==> config.mk <==
export PLATFORM = sky130hd
export DESIGN_NAME = multi_voice_time_advancer
export DESIGN_NICKNAME = d
export VERILOG_FILES = /design/src/rtl/multi_voice_time_advancer.sv
export SDC_FILE = /design/constraint.sdc
export NUM_CORES = 1
export LEC_CHECK = 0
export ABC_AREA = 0
export CORE_MARGIN = 2
export CORE_UTILIZATION = 46
export DETAILED_ROUTE_END_ITERATION = 12
export GPL_TIMING_DRIVEN = 0
export PLACE_DENSITY = 0.76
export SYNTH_ARGS = -nofsm -noshare
export SYNTH_HDL_FRONTEND = slang
export SYNTH_SLANG_ARGS = --single-unit
export TNS_END_PERCENT = 1
==> constraint.sdc <==
create_clock -name clk_i -period 1.7 [get_ports clk_i]
set_input_delay 0.34 -clock clk_i [delete_from_list [all_inputs] [get_ports clk_i]]
set_output_delay 0.34 -clock clk_i [all_outputs]
set_load 0.01 [all_outputs]
==> src/rtl/multi_voice_time_advancer.sv <==
// ---------------------------------------------------------------------------
// MultiVoiceTimeAdvancer
//
// Purpose:
//   Per-voice note-duration timer for the music player datapath. Each voice
//   loads a duration in beats, counts qualifying beats (beat_i=1 while
//   pause_i=0) down to zero and then spends exactly one cycle in DONE,
//   raising advance_done_o for that voice so its sequencer can fetch the
//   next note. A zero duration goes straight to DONE, and a load seen while
//   in DONE reloads immediately so consecutive notes have no idle gap.
//
// Optional feature:
//   TIME_ADVANCER_RETRIGGER_EN - when defined, a load arriving while a voice
//   is counting restarts that voice with the new duration (no done pulse for
//   the interrupted note). When undefined, loads during counting are ignored.
//
// Ports:
//   clk_i           - sole clock, rising-edge active
//   reset_i         - synchronous, active-low reset of every voice
//   duration_i      - packed per-voice durations, voice i at [i*DUR_WIDTH +: DUR_WIDTH]
//   load_i          - per-voice load request, level-sampled every edge
//   beat_i          - one-cycle tempo tick shared by all voices
//   pause_i         - when high, beats are ignored by every voice
//   advance_done_o  - per-voice, high for the single cycle the voice is in DONE
//   busy_o          - per-voice, high while the voice is in COUNT
//   all_idle_o      - high when every voice is in IDLE
//   remaining_o     - packed per-voice current count, same layout as duration_i
// ---------------------------------------------------------------------------
module multi_voice_time_advancer #(
    parameter int NUM_VOICES = 3,
    parameter int DUR_WIDTH  = 6
) (
    input  logic                              clk_i,
    input  logic                              reset_i,
    input  logic [NUM_VOICES*DUR_WIDTH-1:0]   duration_i,
    input  logic [NUM_VOICES-1:0]             load_i,
    input  logic                              beat_i,
    input  logic                              pause_i,
    output logic [NUM_VOICES-1:0]             advance_done_o,
    output logic [NUM_VOICES-1:0]             busy_o,
    output logic                              all_idle_o,
    output logic [NUM_VOICES*DUR_WIDTH-1:0]   remaining_o
);

    typedef enum logic [1:0] {
        ST_IDLE  = 2'b00,
        ST_COUNT = 2'b01,
        ST_DONE  = 2'b10
    } state_t;

    localparam logic [DUR_WIDTH-1:0] ZERO = '0;
    localparam logic [DUR_WIDTH-1:0] ONE  = {{(DUR_WIDTH-1){1'b0}}, 1'b1};

    state_t               state_q [NUM_VOICES];
    state_t               state_d [NUM_VOICES];
    logic [DUR_WIDTH-1:0] count_q [NUM_VOICES];
    logic [DUR_WIDTH-1:0] count_d [NUM_VOICES];

    // Outcome of a load and of a beat, computed once per voice so the state
    // case below only has to pick between them.
    state_t               loadState [NUM_VOICES];
    logic [DUR_WIDTH-1:0] loadCount [NUM_VOICES];
    state_t               tickState [NUM_VOICES];
    logic [DUR_WIDTH-1:0] tickCount [NUM_VOICES];

    logic beatOk;

    assign beatOk = beat_i & ~pause_i;

    // Next-state logic for every voice. A load ignores any beat on the same
    // edge, so the freshly loaded count is never decremented immediately.
    always_comb begin
        for (int i = 0; i < NUM_VOICES; i++) begin
            state_d[i] = state_q[i];
            count_d[i] = count_q[i];

            loadCount[i] = duration_i[i*DUR_WIDTH +: DUR_WIDTH];
            loadState[i] = (loadCount[i] == ZERO) ? ST_DONE : ST_COUNT;

            // Count is at least 1 in COUNT, so reaching 1 ends the note and
            // the subtraction can never wrap.
            if (count_q[i] == ONE) begin
                tickState[i] = ST_DONE;
                tickCount[i] = ZERO;
            end else begin
                tickState[i] = ST_COUNT;
                tickCount[i] = count_q[i] - ONE;
            end

            case (state_q[i])
                ST_IDLE: begin
                    if (load_i[i]) begin
                        state_d[i] = loadState[i];
                        count_d[i] = loadCount[i];
                    end else begin
                        count_d[i] = ZERO;
                    end
                end
                ST_COUNT: begin
`ifdef TIME_ADVANCER_RETRIGGER_EN
                    if (load_i[i]) begin
                        state_d[i] = loadState[i];
                        count_d[i] = loadCount[i];
                    end else if (beatOk) begin
                        state_d[i] = tickState[i];
                        count_d[i] = tickCount[i];
                    end
`else
                    if (beatOk) begin
                        state_d[i] = tickState[i];
                        count_d[i] = tickCount[i];
                    end
`endif
                end
                ST_DONE: begin
                    if (load_i[i]) begin
                        state_d[i] = loadState[i];
                        count_d[i] = loadCount[i];
                    end else begin
                        state_d[i] = ST_IDLE;
                        count_d[i] = ZERO;
                    end
                end
                default: begin
                    state_d[i] = ST_IDLE;
                    count_d[i] = ZERO;
                end
            endcase
        end
    end

    // State and count registers; the active-low reset wins over every other
    // input on the same edge.
    always_ff @(posedge clk_i) begin
        for (int i = 0; i < NUM_VOICES; i++) begin
            if (!reset_i) begin
                state_q[i] <= ST_IDLE;
                count_q[i] <= ZERO;
            end else begin
                state_q[i] <= state_d[i];
                count_q[i] <= count_d[i];
            end
        end
    end

    // Outputs are pure decodes of registered state.
    always_comb begin
        advance_done_o = '0;
        busy_o         = '0;
        remaining_o    = '0;
        all_idle_o     = 1'b1;
        for (int i = 0; i < NUM_VOICES; i++) begin
            advance_done_o[i] = (state_q[i] == ST_DONE);
            busy_o[i]         = (state_q[i] == ST_COUNT);
            remaining_o[i*DUR_WIDTH +: DUR_WIDTH] = count_q[i];
            if (state_q[i] != ST_IDLE) begin
                all_idle_o = 1'b0;
            end
        end
    end

endmodule

After elaboration in Yosys (flattened, before gate mapping)
Memory sizes are Yosys's and may differ from the RTL's.
Index checks and enable logic that the tools add are counted.
{"block": "totals", "latch_bits": 0, "mem_bits_rw": 24, "word_cells": 75, "rom_bits": 0, "inputBits": 25, "n_memories": 2, "output_inout_bits": 25, "register_bits": 0}
{"block": "op_classes", "bitwise": 8, "shift": 0, "n_lt_le_gt_ge": 0, "n_mux": 41, "multipliers": 0, "add_sub_neg": 3, "n_eq_ne": 9, "div": 0, "reduce_logical": 12}
{"name": "count_q", "depth": 3, "word_bits": 6, "rd": 3, "rd_clocked_by_memory_dff": 0, "wr": 3, "line_no": "56", "text": "logic [DUR_WIDTH-1:0] count_q [NUM_VOICES];"}
{"name": "state_q", "depth": 3, "word_bits": 2, "rd": 3, "rd_clocked_by_memory_dff": 0, "wr": 3, "line_no": "54", "text": "state_t state_q [NUM_VOICES];"}
{"operator": "$mux W6", "n": 12}
{"operator": "$mux W2", "n": 18}
{"operator": "$pmux W6 S2", "n": 3}
{"operator": "$eq A6 B1 Y1 const B", "n": 3}
{"operator": "$logic_not A6 Y1", "n": 3}
{"operator": "$pmux W2 S3", "n": 3}
{"operator": "$sub A6 B1 Y6 const B", "n": 3}
{"operator": "$eq A2 B1 Y1 const B", "n": 3}
{"operator": "$eq A2 B2 Y1 const B", "n": 3}
{"operator": "$logic_not A2 Y1", "n": 3}
{"operator": "$or A1 B1 Y1", "n": 6}
{"operator": "$reduce_bool A2 Y1", "n": 3}
{"operator": "$reduce_or A2 Y1", "n": 3}
{"operator": "$mux W1", "n": 5}
{"operator": "$and A1 B1 Y1", "n": 1}
{"operator": "$not A1 Y1", "n": 1}

Logic depth before layout (Yosys ltp)
{"block": "depth", "depth_word": 5, "ltp_mapped": 6, "depth_no_buf": 6}

Worst setup path after synthesis
No wires, ideal clock.
{"block": "synth_path", "path_kind": "reg-to-output", "start": "mem state_q[1][0] (netlist name)", "end": "out all_idle_o", "t_required_ps": 1360, "path_buffers": 1, "t_arrival_ps": 1257, "setup_slack_ps": 103, "stages_incl_launch_ff": 4, "path_cell_list": "dfxtp_1 > clkbuf_1 > or4_1 > nor3_1"}
{"item": "from (decl)", "line_no": "54"}
{"item": "to (decl)", "line_no": "41", "text": "output logic all_idle_o,"}

==> results.json <==
{
  "run_status": "finished, violations left",
  "failed_checks": "negative setup slack",
  "power_leakage_nw": 0.879,
  "dieWidth_um": 61.8,
  "synth_sequential_area_ratio": 0.313,
  "post_synth_mux_area_share": 0,
  "top_level_ports": 50,
  "final_min_period_over_clock_period": 1.11,
  "detailedRoute.firstIterationViolations": 130,
  "synthToLayoutAreaGrowth_pct": 43.6,
  "yosysMostFrequentCell": "sky130_fd_sc_hd__dfxtp_1",
  "powerDensity_mw_per_mm2": 741,
  "grt_pass1_wl_um": 7450,
  "cts_htree_levels": 1,
  "grt_pass1_vias": 1580,
  "worst_slew_pin_slew_ps": 524,
  "grt_max_degree": 15,
  "crit_arrival_ps": 1540,
  "startpoint_type": "flop",
  "synth_top_cells_by_area": "sky130_fd_sc_hd__dfxtp_1 31%, sky130_fd_sc_hd__ha_1 4.9%, sky130_fd_sc_hd__a32oi_1 4.0%",
  "critical_path.slowest_cell": "sky130_fd_sc_hd__or4_4",
  "vdd_drop_max_v": 0.000510,
  "yosys.area_share.xor_xnor": 0.0285,
  "clk_root_buffer_cell": "sky130_fd_sc_hd__clkbuf_4",
  "min-delay-path-class": "flop to flop",
  "diodes": 0,
  "dp_hpwl_um": 3400,
  "setup_repair_after_global_routing_missed_its_margin": "yes",
  "number_of_antenna_violations_at_the_first_check_in_global_routing": 0,
  "die_area_mm2": 0.00382,
  "post_route_cells_drive_above_1_share": 0.182,
  "setup_clock_skew_after_layout_ps": 13.6,
  "viasPerCell": 5.93,
  "post_synth_instance_area_mm2": 0.00154,
  "cts_buffer_depth": 2,
  "min_period_ps": 1880,
  "holdBufCountCts": 0,
  "number_of_design_rule_violations_left_after_detail_routing": 0,
  "cts.clk_slew.worst_paths_ps": 160,
  "yosys_register_bits": 24,
  "fin_tns_setup_ps": -181,
  "fp-row-count": 20,
  "slowest_stage_delay_on_critical_path_ps": 470,
  "dpl_worst_slack_ps": -451,
  "gpl.final_weighted_congestion": 0.875,
  "clk-insertion-delay-late_ps": 320,
  "layout.area.seq_um2": 508,
  "setup_violations": 1,
  "worst-endpoint-required_ps": 1360,
  "starting_density_of_the_core": 0.495,
  "port_buffers": 49,
  "crit_path_end_kind": "output port",
  "criticalPathCategory": "flop to output port",
  "post-synth-top-area-fraction": 0.313,
  "worstPathCellList": "buf_8, or4_4, nor3_2, buf_2",
  "globalRoute.totalOverflow": 0,
  "synth.avg_cell_area_um2": 8.22,
  "groute.usage.overall": 0.263,
  "synth_top_family_by_area": "compound AO/OA/AOI/OAI gates",
  "number_of_nets_produced_by_synthesis": 218,
  "crit_fanout": 2,
  "synth_enable_flop_cells": 0,
  "netlist.top_cell.by_area": "sky130_fd_sc_hd__dfxtp_1",
  "final_max_slew_viol_count": 0,
  "multi_input_comb_area_um2": 997,
  "placeableCoreArea_mm2": 0.00310,
  "final_critical_path_setup_slack_ps": -181,
  "yosys.area_share.simple": 0.276,
  "async_flop_share": 0,
  "critical_path.n_buffers_inverters": 2,
  "cts_made_buffers": 3,
  "synth_top_cells_by_count": "24 x sky130_fd_sc_hd__dfxtp_1, 14 x sky130_fd_sc_hd__nor2_1, 12 x sky130_fd_sc_hd__a21oi_1, 12 x sky130_fd_sc_hd__nand2_1, 11 x sky130_fd_sc_hd__inv_1",
  "timing.max_slew.rel_slack": 0.651,
  "synthDistinctLibCells": 50,
  "finish.instance_area_mm2": 0.00221,
  "clock.fmax_mhz": 532,
  "synthesis.yosys.warnings": 0,
  "filler_cells": 276,
  "yosys.area_share.adder": 0.0489,
  "numClockSinks": 24,
  "synthCells": 187,
  "cp_top_family": "simple AND/OR/NAND/NOR gates",
  "routed_wl_um": 4780,
  "dominantRegCellSynth": "sky130_fd_sc_hd__dfxtp_1",
  "tritoncts": "done",
  "hold_viol_final": 0,
  "num_vias": 1696,
  "synthesized_area_fraction_occupied_by_ao_oa_aoi_and_oai_cells": 0.280,
  "final_util": 0.711,
  "max-cap-violations": 0,
  "final_nets": 274,
  "postRouteAntennaNets": 0,
  "floorplan.die.height_um": 61.8,
  "postPlaceCellArea_mm2": 0.00208,
  "avgRoutedWirePerCell_um": 16.7,
  "first_pass_iters": 4
}
## flip-flops by register name, summed over array words and instances, names as in the netlist
signal and count:
count_q 18, state_q 6
## worst paths after layout
kind                 start            end  cells after the start  slack, ps
min          count_q[2][2]  count_q[2][2]                      2        530
max          state_q[1][0]     all_idle_o                      4       -180
min reg2reg  count_q[2][2]  count_q[2][2]                      2        530
max reg2reg  count_q[2][0]  count_q[2][4]                      5         60
## per-stage QoR
step                      instances  power [mW]  hold WS (ps)
after floorplan                 187       0.956           472
after global placement          280        1.17           547
after detailed placement        280        1.18           551
after CTS                       286        1.62           570
after global routing            286        1.71           562
final                           286        1.63           533
## report_power, final
part	switching, mW	leakage (nW)	internal [mW]	total (mW)
clock	0.191	0.0279	0.238	0.429
sequential	0.0650	0.205	0.611	0.676
combinational	0.249	0.647	0.281	0.530
## routing by layer
| layer | vias to the layer above | share of wire | GRT usage |
|---|---|---|---|
| met5 | - | 0 | 0 |
| met4 | 0 | 0.0092 | 0.0973 |
| met3 | 6 | 0.047 | 0.0228 |
| met2 | 58 | 0.51 | 0.447 |
| met1 | 813 | 0.43 | 0.346 |
| li1 | 819 | - | - |
## worst reg2reg max path: stages (launching register included)
cell,delay (ps)
sky130_fd_sc_hd__dfxtp_2,380
sky130_fd_sc_hd__inv_1,90
sky130_fd_sc_hd__ha_1,220
sky130_fd_sc_hd__nand2_1,90
sky130_fd_sc_hd__or4_1,490
sky130_fd_sc_hd__a221oi_1,290
## final cells by class
cell class | count | area share
Buffer | 7 | 0.0272
Clock buffer | 3 | 0.0102
Clock inverter | 1 | 0.0136
Inverter | 11 | 0.0187
Multi-Input combinational cell | 145 | 0.452
Sequential cell | 24 | 0.230
Tap cell | 44 | 0.0249
Timing Repair Buffer | 51 | 0.223
## cells in the final DEF (no fill, tap or decap), types with 6 or more instances in the layout
cell type / synthesis / layout
sky130_fd_sc_hd__a21oi_1: 12 / 12
sky130_fd_sc_hd__nor2_1: 14 / 14
sky130_fd_sc_hd__dfxtp_1: 24 / 6
sky130_fd_sc_hd__dfxtp_2: 0 / 16
sky130_fd_sc_hd__nor3_1: 9 / 8
sky130_fd_sc_hd__inv_1: 11 / 10
sky130_fd_sc_hd__nor2b_1: 8 / 8
sky130_fd_sc_hd__a32oi_1: 7 / 7
sky130_fd_sc_hd__ha_1: 6 / 6
sky130_fd_sc_hd__clkdlybuf4s50_1: 0 / 42
sky130_fd_sc_hd__nand2_1: 12 / 12
sky130_fd_sc_hd__o21ai_0: 7 / 7
## cell families (layout without fill, tap and decap cells)
kind of cell    Yosys count  after routing
compound gates           58             58
xor+xnor                  5              5
fa+ha+maj                 6              6
buf+inv                  18             73
flops                    24             24
simple gates             76             76
## what timing repair did
| item | in CTS | in global routing |
|---|---|---|
| gates resized for setup | 36 | 13 |
| hold endpoints to repair | 0 | 0 |
| pin swaps | 2 | 1 |
| setup endpoints to repair | 14 | 14 |
| buffers inserted | 2 | 0 |
Note: power is estimated with default switching activity, not from simulation.
